`config.mk`:
```
export PLATFORM = sky130hd
export DESIGN_NAME = muldiv_unit_flat
export DESIGN_NICKNAME = d
export VERILOG_FILES = /design/src/rtl/muldiv_unit_if.sv /design/src/rtl/muldiv_unit.sv /design/src/flat_wrapper.sv
export SDC_FILE = /design/constraint.sdc
export NUM_CORES = 1
export LEC_CHECK = 0
export ABC_AREA = 1
export CAP_MARGIN = 15
export CORE_MARGIN = 2
export CORE_UTILIZATION = 55
export CTS_CLUSTER_SIZE = 25
export DETAILED_ROUTE_END_ITERATION = 7
export GPL_TIMING_DRIVEN = 1
export MAX_ROUTING_LAYER = met4
export PLACE_DENSITY = 0.86
export SLEW_MARGIN = 20
export SYNTH_ARGS = -nofsm -noshare
export SYNTH_HDL_FRONTEND = slang
export SYNTH_SLANG_ARGS = --single-unit
```
`constraint.sdc`:
```
create_clock -name clk -period 8.5 [get_ports clk]
set_input_delay 1.7 -clock clk [delete_from_list [all_inputs] [get_ports clk]]
set_output_delay 1.7 -clock clk [all_outputs]
set_load 0.02 [all_outputs]
```
`src/rtl/muldiv_unit_if.sv`:
```
// Handshake and result bus between the MIPS control/datapath and the
// iterative multiply/divide unit that owns HI/LO.
interface muldiv_unit_if #(
  parameter int unsigned WIDTH = 32
);
  logic             start;
  logic [2:0]       op;
  logic [WIDTH-1:0] Read_A;
  logic [WIDTH-1:0] Read_B;
  logic             busy;
  logic             done;
  logic [WIDTH-1:0] HI;
  logic [WIDTH-1:0] LO;

  modport master (
    output start, op, Read_A, Read_B,
    input  busy, done, HI, LO
  );

  modport slave (
    input  start, op, Read_A, Read_B,
    output busy, done, HI, LO
  );
endinterface

```
`src/rtl/muldiv_unit.sv`:
```
// Iterative 32-step shift-add multiplier / restoring divider owning HI/LO.
// Signed ops run on magnitudes; signs are applied in a final SIGN cycle.
module muldiv_unit #(
  parameter int unsigned WIDTH = 32
) (
  input logic          clk,
  input logic          rst,
  muldiv_unit_if.slave bus
);
  localparam logic [1:0] IDLE = 2'd0;
  localparam logic [1:0] CALC = 2'd1;
  localparam logic [1:0] SIGN = 2'd2;

  logic [1:0]       state;
  logic [5:0]       cnt;
  logic             is_div;
  logic             neg_q;
  logic             neg_r;
  logic             dz;
  logic [WIDTH-1:0] a_raw;
  logic [WIDTH-1:0] opnd;
  logic [WIDTH-1:0] hi_acc;
  logic [WIDTH-1:0] lo_acc;
  logic             done_r;
  logic [WIDTH-1:0] hi_r;
  logic [WIDTH-1:0] lo_r;

  logic [WIDTH-1:0]   mag_a;
  logic [WIDTH-1:0]   mag_b;
  logic [WIDTH:0]     sum;
  logic [WIDTH:0]     sh;
  logic               ge;
  logic [WIDTH-1:0]   step_hi;
  logic [WIDTH-1:0]   step_lo;
  logic [2*WIDTH-1:0] prod;
  logic [WIDTH-1:0]   res_hi;
  logic [WIDTH-1:0]   res_lo;

  assign bus.busy = (state != IDLE);
  assign bus.done = done_r;
  assign bus.HI   = hi_r;
  assign bus.LO   = lo_r;

  always_comb begin
    mag_a = (bus.op[0] && bus.Read_A[WIDTH-1]) ? -bus.Read_A : bus.Read_A;
    mag_b = (bus.op[0] && bus.Read_B[WIDTH-1]) ? -bus.Read_B : bus.Read_B;
  end

  // Multiply shifts {hi_acc,lo_acc} right with the adder carry entering at the top;
  // divide shifts left, rem in hi_acc and the quotient filling lo_acc from the LSB.
  always_comb begin
    sum     = {1'b0, hi_acc} + (lo_acc[0] ? {1'b0, opnd} : '0);
    sh      = {hi_acc, lo_acc[WIDTH-1]};
    ge      = (sh >= {1'b0, opnd});
    step_hi = '0;
    step_lo = '0;
    if (is_div) begin
      step_hi = ge ? (sh[WIDTH-1:0] - opnd) : sh[WIDTH-1:0];
      step_lo = {lo_acc[WIDTH-2:0], ge};
    end else begin
      step_hi = sum[WIDTH:1];
      step_lo = {sum[0], lo_acc[WIDTH-1:1]};
    end
  end

  always_comb begin
    prod   = {hi_acc, lo_acc};
    res_hi = '0;
    res_lo = '0;
    if (!is_div) begin
      if (neg_q) prod = -prod;
      res_hi = prod[2*WIDTH-1:WIDTH];
      res_lo = prod[WIDTH-1:0];
    end else if (dz) begin
      res_hi = a_raw;
      res_lo = '1;
    end else begin
      res_hi = neg_r ? -hi_acc : hi_acc;
      res_lo = neg_q ? -lo_acc : lo_acc;
    end
  end

  always_ff @(posedge clk or posedge rst) begin
    if (rst) begin
      state  <= IDLE;
      cnt    <= '0;
      is_div <= 1'b0;
      neg_q  <= 1'b0;
      neg_r  <= 1'b0;
      dz     <= 1'b0;
      a_raw  <= '0;
      opnd   <= '0;
      hi_acc <= '0;
      lo_acc <= '0;
      done_r <= 1'b0;
      hi_r   <= '0;
      lo_r   <= '0;
    end else begin
      done_r <= 1'b0;
      case (state)
        IDLE: begin
          if (bus.start) begin
            if (!bus.op[2]) begin
              is_div <= bus.op[1];
              neg_q  <= bus.op[0] & (bus.Read_A[WIDTH-1] ^ bus.Read_B[WIDTH-1]);
              neg_r  <= bus.op[0] & bus.Read_A[WIDTH-1];
              dz     <= bus.op[1] & (bus.Read_B == '0);
              a_raw  <= bus.Read_A;
              hi_acc <= '0;
              lo_acc <= bus.op[1] ? mag_a : mag_b;
              opnd   <= bus.op[1] ? mag_b : mag_a;
              cnt    <= '0;
              state  <= CALC;
            end else if (bus.op == 3'b100) begin
              hi_r <= bus.Read_A;
            end else if (bus.op == 3'b101) begin
              lo_r <= bus.Read_A;
            end
          end
        end
        CALC: begin
          hi_acc <= step_hi;
          lo_acc <= step_lo;
          cnt    <= cnt + 6'd1;
          if (cnt == 6'd31) state <= SIGN;
        end
        SIGN: begin
          hi_r   <= res_hi;
          lo_r   <= res_lo;
          done_r <= 1'b1;
          state  <= IDLE;
        end
        default: state <= IDLE;
      endcase
    end
  end
endmodule

```
`src/flat_wrapper.sv`:
```
// flat-port wrapper written by rule: the top's interface ports become plain ports
module muldiv_unit_flat 
#(
  parameter int unsigned WIDTH = 32
)
  (clk, rst, bus_start, bus_op, bus_Read_A, bus_Read_B, bus_busy, bus_done, bus_HI, bus_LO);
  muldiv_unit_if #(.WIDTH(WIDTH)) bus_i ();
  input logic clk;
  input logic rst;
  input wire logic [$bits(bus_i.start)-1:0] bus_start;
  input wire logic [$bits(bus_i.op)-1:0] bus_op;
  input wire logic [$bits(bus_i.Read_A)-1:0] bus_Read_A;
  input wire logic [$bits(bus_i.Read_B)-1:0] bus_Read_B;
  output wire logic [$bits(bus_i.busy)-1:0] bus_busy;
  output wire logic [$bits(bus_i.done)-1:0] bus_done;
  output wire logic [$bits(bus_i.HI)-1:0] bus_HI;
  output wire logic [$bits(bus_i.LO)-1:0] bus_LO;
  assign bus_i.start = bus_start;
  assign bus_i.op = bus_op;
  assign bus_i.Read_A = bus_Read_A;
  assign bus_i.Read_B = bus_Read_B;
  assign bus_busy = bus_i.busy;
  assign bus_done = bus_i.done;
  assign bus_HI = bus_i.HI;
  assign bus_LO = bus_i.LO;
  muldiv_unit #(.WIDTH(WIDTH)) u_core (.clk(clk), .rst(rst), .bus(bus_i));
endmodule
```
**Yosys cells after proc, flatten, opt, wreduce, memory -nomap -nowiden**

Index checks and enable logic that the tools add are counted.
Widths: inputs -> output; s select.

- Order comparisons: 1
- Bitwise operators: 5
- Reduce and logical (&&, ||, !) cells: 12
- Add/subtract/negate cells: 8
- Mux-type cells: 38
- Equality and inequality tests: 12

Operators with widths:

| kind | count |
|---|---|
| $mux 32 | 25 |
| $pmux 32 s2 | 4 |
| $neg 32->32 | 4 |
| $mux 64 | 1 |
| $neg 64->64 | 1 |
| $add 32x33->33 | 1 |
| $ge 33x32->1 | 1 |
| $logic_not 32->1 | 1 |
| $sub 32x32->32 | 1 |
| $mux 6 | 2 |
| $pmux 6 s2 | 1 |
| $reduce_and 3->1 | 3 |
| $ne 2x2->1 const B | 4 |
| $add 6x1->6 const B | 1 |
| $eq 3x3->1 const B | 2 |
| $eq 6x5->1 const B | 1 |
| $mux 2 | 3 |
| $ne 2x1->1 const B | 3 |
| $reduce_bool 2->1 | 3 |
| $reduce_and 5->1 | 1 |
| $pmux 2 s2 | 1 |
| $reduce_and 4->1 | 1 |
| $and 1x1->1 | 3 |
| $eq 2x1->1 const B | 1 |
| other kinds (6) | 7 |

- Logic and storage cells: 89
- Input bits: 70
- Output and inout bits: 66
- Bits in registers: 205

**Longest topological paths before layout**

Gate-level depths: netlist of run 1.

- Depth after elaboration: 6
- Gate-level depth with buffers: 22

**Least setup slack after synthesis of run 1**

OpenSTA, ideal clock, no wires.

- Path kind: input -> register
- Start point: input bus_Read_B[0]
- End point: register u_core.opnd[22]
- Data arrival time: 2.942 ns
- Cell stages on the path: 10
- Setup time: 0.130 ns
- Slack: 5.428 ns
- Cells stage by stage: inv_1 > ha_1 > nand3_1 > nor2_1 > nand3_1 > xor2_1 > nand2_1 > nand2_1 > a22oi_1 > o21ai_0

- Word-level cells in the longest chain between the ends: 3

RTL lines:

| element | RTL line | text |
|---|---|---|
| start, declared | flat_wrapper.sv:13 | `input wire logic [$bits(bus_i.Read_B)-1:0] bus_Read_B;` |
| $neg 32->32 | muldiv_unit.sv:46 | `mag_b = (bus.op[0] && bus.Read_B[WIDTH-1]) ? -bus.Read_B : bus.Read_B;` |
| $mux 32 | muldiv_unit.sv:46 |  |
| $mux 32 | muldiv_unit.sv:111 | `opnd <= bus.op[1] ? mag_b : mag_a;` |
| end signal, assigned | muldiv_unit.sv:111 |  |
| end, declared | muldiv_unit.sv:21 | `logic [WIDTH-1:0] opnd;` |

No other way between the ends.
A chain may end at the register's enable or synchronous reset.

**Worst setup path after layout of run 1**

- Start point: input bus_op[1]
- End point: register u_core.lo_r[8], in the netlist u_core.bus.LO[8]

- Word-level cells in the longest chain between the ends: 3

RTL lines:

| element | RTL line | text |
|---|---|---|
| start, declared | flat_wrapper.sv:11 | `input wire logic [$bits(bus_i.op)-1:0] bus_op;` |
| $eq 3x3->1 (on tied branches) | muldiv_unit.sv:114, muldiv_unit.sv:116 |  |
| $ne 2x2->1 (no source line) or $ne 2x1->1 (tied branches) | -- |  |
| $reduce_and 5->1 (no source line) (*) | -- |  |
| end signal, assigned | muldiv_unit.sv:117 | `lo_r <= bus.Read_A;` |
| end signal, assigned | muldiv_unit.sv:129 | `lo_r <= res_lo;` |
| end, declared | muldiv_unit.sv:26 | `logic [WIDTH-1:0] lo_r;` |

Mark *: on every way between the ends. The rest lies on a longest branch, timed or not.

==> results.md, run 1 <==
- Setup CP Type: input port to register
- First-pass GRT wire length: between 100 and 150 mm
- Critical path's most frequent cell: buf_4
- Worst EP arrival: 5.17 ns
- Cts bufs inserted: 24
- Layout Nets: about 3.8k
- Worst Path Required: 8.93 ns
- Number of global-route vias before repair: 22.9k
- First drt pass iteration count: 8
- Avg Cell Area, Syn: between 5 and 6 sq um
- H-tree depth: 1
- Antenna-violating nets left: 0
- Max clock buf depth: 3
- Total grt overflow: 0
- Min Tclk post-route: 4.73 ns
- Actual slew at the worst max-slew pin: 1.14 ns
- Routed vias/inst: roughly 6.0
- Sink Count: just over 200
- PD cells: 454 nW/um^2
- Clk pin slew, worst setup/hold paths: 0.06 ns
- DRT iter0 DRCs: 3,644
- DRC: 1
- Cell area after placement: around 22,000 sq um
- Post-cts hold buffer count: 0
- Top-area cell type share of the netlist area: 24.7%
- GPL Wtd Cong: 1.08
- Synth Instances: 3,600
- FILL cells: ~3.8k
- Most frequent cells in the layout: 1,105 x nand2_1, 468 x nor2_1, 464 x inv_1, 380 x nand3_1, 221 x a21oi_1
- Leak: between 0.01 and 0.015 uW
- Routed via count: about 25k
- RSZ-0062 raised after global routing: false
- Hold Vio Cnt, Final: 0
- Sequential share of the synthesized area: ~25%
- Max stage delay cell, worst path: clkinv_1
- Area leader, netlist: dfrtp_1
- Post-synth EDFFs: 0
- Post-Syn Area: 20,800 sq um
- Post-layout instance area: 23,200 sq um
- Clock skew: slightly above 0.01 ns
- VDD IR max: between 0.00015 and 0.0002 V
- Max-Cap Viols: 0
- CTS tree: built
- Die Ht: ~200 um
- PortBufs: 135
- Total wire length: around 92 mm
- Slew HR: between 20% and 30%
- Initial Utilization: between 50% and 60%
- Failing checks: design-rule violations
- Ports: between 100 and 150
- Core area: 37,400 sq um
- Root buffer cell: clkbuf_16
- Later-pin clock latency in the skew report: approximately 0.57 ns
- Most common cell after layout, fill and taps aside: nand2_1
- GRT Util Overall: 47.5%
- Syn Nets: about 3.7k
- Hold Path Class: register to register
- Status: finished, violations left
- Synth area leaders: dfrtp_1 25%, nand2_1 20%, nand3_1 9.2%, nor2_1 8.5%, inv_1 8.5%
- Setup repair bufs after CTS: 0
- Critical path startpoint category: input port
- Max Transition Viols Final: 0
- Unique masters post-synth: 57
- Worst-path maximum fanout: 41
- CP max stage delay: 0.90 ns
- Initial antenna violation count: 5
- Area grow syn2layout: 11.8%
- FFs w/ async S/R, synth: 100%
- FF+latch count, synth: approximately 210
- Synth Warn #: 0
- HPWL after DPL: ~72 mm
- WL per Instance: between 20 and 25 um
- Die width: just under 200 um
- Fmax: ~210 MHz
- Largest net degree at the start of global routing: slightly above 90
- Layout cells sized above 1: under 10%
- Period utilization: a little under three fifths
- Crit-path cells: clkdlybuf4s50_1 -> buf_4 -> inv_2 -> nand3_1 -> o31ai_4 -> buf_4 -> clkinv_1 -> nor2_1 -> a21oi_1
- Final setup TNS: 0 ns
- Leading register cell type out of synthesis: dfrtp_1
- # setup viols final: 0
- Post-CTS Resized: 0
- Crit. End Element: register
- Row count: 71
- Die ar.: between 30,000 and 40,000 sq um
cell families after synthesis:
kind of cell / count (synthesis) / synth area share [%]
simple gates: 2112 / 42.9
buf+inv: 624 / 11.8
compound gates: 530 / 13.8
flops: 205 / 24.7
fa+ha+maj: 71 / 4.35
xor+xnor: 58 / 2.45
flip-flops by register name (all words and copies together), names as in the netlist:
name / count
u_core.lo_acc: 32
u_core.bus.LO: 32
u_core.opnd: 32
u_core.is_div: 1
u_core.dz: 1
u_core.hi_acc: 32
u_core.bus.HI: 32
u_core.neg_q: 1
u_core.cnt: 6
u_core.a_raw: 32
u_core.neg_r: 1
u_core.bus.done: 1
u_core.state: 2
worst paths after layout:
check / start / to / cells after the start / slack [ns]
setup / recovery: bus_op[1] / u_core.bus.LO[8] / 9 / 3.77
hold / removal: u_core.a_raw[15] / u_core.a_raw[15] / 2 / 0.49
setup reg to reg: u_core.lo_acc[0] / u_core.hi_acc[8] / 13 / 4.67
hold reg to reg: u_core.a_raw[15] / u_core.a_raw[15] / 2 / 0.49
max in group asynchronous: rst / u_core.hi_acc[21] / 3 / 5.55
min in group asynchronous: rst / u_core.bus.HI[30] / 2 / 1.62
final cells by class:
cell class	instances	area, sq um	area share [%]
multi-input combinational	2771	13200	56.9
sequential	205	5130	22.1
inverter	487	1840	7.91
timing repair buffer	157	1520	6.53
clock buffer	29	659	2.84
tap	511	639	2.75
clock inverter	14	224	0.964
antenna	6	15.0	0.0646
Yosys cell counts, drive strengths merged (5+ instances only):
library cell     n
a21oi          223
a31oi           12
buf             59
clkbuf          76
dfrtp          205
ha              69
inv            484
nand2         1118
nand3          395
nand3b          14
nand4           34
nor2           497
nor3            33
nor4             8
o211ai          42
o21ai          225
o221ai           6
o31ai            5
or2              5
xnor2            9
xor2            49
through the flow:
stage          util (%)  instances  setup slack, ns  hold slack, ns  total power [uW]
4_1_cts            62.1       4174             4.31           0.488             10300
5_1_grt            62.1       4180             3.53           0.505             11300
2_1_floorplan         -       3600             1.20           0.448              6810
3_3_place_gp       59.7       4131             3.84           0.466              8980
6_report           62.1       4180             3.77           0.490             10600
3_5_place_dp       59.7       4131             3.73           0.473              9030
worst max-delay path: cells and delay by family:
family / cells / cell delay, ns
compound gates: 2 / 0.33
buf+inv: 5 / 2.47
simple gates: 2 / 0.62
metal layers:
layer	up-vias	part of all wire, %	track usage (%)
li1	11616	-	-
met1	11420	38	59.6
met2	1695	41	68.0
met3	367	14	15.1
met4	0	6.7	25.5
met5	-	0	-
power breakdown:
part	internal [uW]	leakage [uW]	switching [uW]
Clock	689	0.000431	490
Combinational	2290	0.00892	4820
Sequential	1460	0.00244	799
Total	4440	0.0118	6110
Note: power is estimated with default switching activity, not from simulation.
==> run 2: changes to the inputs <==
==> constraint.sdc (replaced) <==
create_clock -name clk -period 4.8 [get_ports clk]
set_input_delay 0.96 -clock clk [delete_from_list [all_inputs] [get_ports clk]]
set_output_delay 0.96 -clock clk [all_outputs]
set_load 0.02 [all_outputs]
==> results.md, run 2 (synthesis gave the netlist of run 1 again) <==
- Status: completed
- Antenna-violating nets left: 0
- Post-cts hold buffer count: 0
- Actual slew at the worst max-slew pin: between 1 and 1.5 ns
- Clock skew: around 0.019 ns
- Max clock buf depth: 3
- WHS: 0.486 ns
- Hold Vio Cnt, Final: 0
- Most common cell after layout, fill and taps aside: nand2_1
- GRT Util Overall: between 40% and 50%
- Worst Path Required: 5.26 ns
- Setup repair bufs after CTS: 0
- Layout cells sized above 1: 4.77%
- Largest net degree at the start of global routing: 99
- Fmax: 280 MHz
- Root buffer cell: clkbuf_16
- Final WS setup: roughly 1.2 ns
- Critical path startpoint category: register
- GPL Wtd Cong: 1.08
- Place WS: between 1 and 1.5 ns
- First drt pass iteration count: 7
- Slew HR: 28.5%
- DRT iter0 DRCs: ~3.2k
- Hold Path Class: register to register
- Ports: between 100 and 150
- PortBufs: 135
- Initial Utilization: 55.5%
- Setup CP Type: register to register
- Initial antenna violation count: 3
- Total wire length: roughly 93 mm
- Worst EP arrival: a little over 4 ns
- Crit. End Element: register
- HPWL after DPL: ~73 mm
- Cts bufs inserted: 25
- DRC: 0
- PD cells: just over 800 nW/um^2
- Min Tclk post-route: between 3 and 4 ns
- VDD IR max: 0.000696 V
- Most frequent cells in the layout: 1,105 x nand2_1, 469 x nor2_1, 465 x inv_1, 380 x nand3_1, 221 x a21oi_1
- Final setup TNS: 0 ns
- Core area: roughly 37,000 sq um
- Area grow syn2layout: 12.6%
- Clk pin slew, worst setup/hold paths: approximately 0.06 ns
- Post-CTS Resized: 0
- Routed via count: between 20k and 30k
- Row count: 71
- Die Ht: 198 um
- Worst-path maximum fanout: 21
- # setup viols final: 0
- Die ar.: 39,300 sq um
- RSZ-0062 raised after global routing: false
- Later-pin clock latency in the skew report: 0.58 ns
- Layout Nets: about 3.8k
- Number of global-route vias before repair: ~23k
- Routed vias/inst: around 6
- Period utilization: 74.4%
- First-pass GRT wire length: 137 mm
- Cell area after placement: 22,500 sq um
- Sink Count: ~200
- CTS tree: built
- Leak: between 0.01 and 0.015 uW
- WL per Instance: 22.0 um
- Die width: roughly 200 um
- Post-layout instance area: roughly 23,000 sq um
- Max Transition Viols Final: 0
- Total grt overflow: 0
- H-tree depth: 1
- Max-Cap Viols: 0
run 2: routing by layer:
| metal | vias to the layer above | global-route usage, % | share of wire, % |
|---|---|---|---|
| met5 | - | - | 0 |
| met4 | 0 | 27.2 | 7.1 |
| met3 | 361 | 14.9 | 14 |
| met2 | 1674 | 68.6 | 41 |
| met1 | 11527 | 60.4 | 38 |
| li1 | 11658 | - | - |
run 2: worst paths after layout:
| check | startpoint | endpoint | slack, ns | cells past startpoint |
|---|---|---|---|---|
| setup reg to reg | u_core.lo_acc[0] | u_core.hi_acc[25] | 1.23 | 20 |
| hold reg to reg | u_core.a_raw[30] | u_core.a_raw[30] | 0.49 | 2 |
| hold / removal | u_core.a_raw[30] | u_core.a_raw[30] | 0.49 | 2 |
| min in group asynchronous | rst | u_core.bus.HI[15] | 0.80 | 2 |
| setup / recovery | u_core.lo_acc[0] | u_core.hi_acc[25] | 1.23 | 20 |
| max in group asynchronous | rst | u_core.is_div | 2.98 | 3 |
run 2: power breakdown:
group	switching [uW]	internal, uW
sequential	1240	2590
clock	838	1220
combinational	8770	4140
total	10900	7960
run 2: area by class of cell:
class | instances | area (sq um)
fill | 3785 | 14000
timing repair buffer | 181 | 1710
clock inverter | 10 | 174
multi-input combinational | 2771 | 13200
tap | 511 | 639
clock buffer | 34 | 689
sequential | 205 | 5130
antenna | 4 | 10.0
inverter | 487 | 1830
run 2: metrics by stage:
step | util [%] | total power (uW) | cells
after floorplan | - | 12100 | 3600
after global routing | 62.5 | 20200 | 4203
after CTS | 62.5 | 18300 | 4199
after detailed placement | 60.2 | 16200 | 4155
final | 62.5 | 18800 | 4203
after global placement | 60.2 | 16100 | 4155
run 2: critical path: stages (launching register included):
cell and delay, ns:
dfrtp_1 0.77, buf_4 0.37, nand2_1 0.08, inv_1 0.06, ha_1 0.27, inv_1 0.09, fa_1 0.42, inv_1 0.11
nand3_1 0.09, nand2_1 0.18, nand2_1 0.11, nand2_1 0.11, nand2_1 0.06, nand2_1 0.14, nand3_1 0.13, nand3_1 0.14
nand3_1 0.08, nand2_1 0.07, inv_1 0.05, nand2_1 0.06, nand2_1 0.05
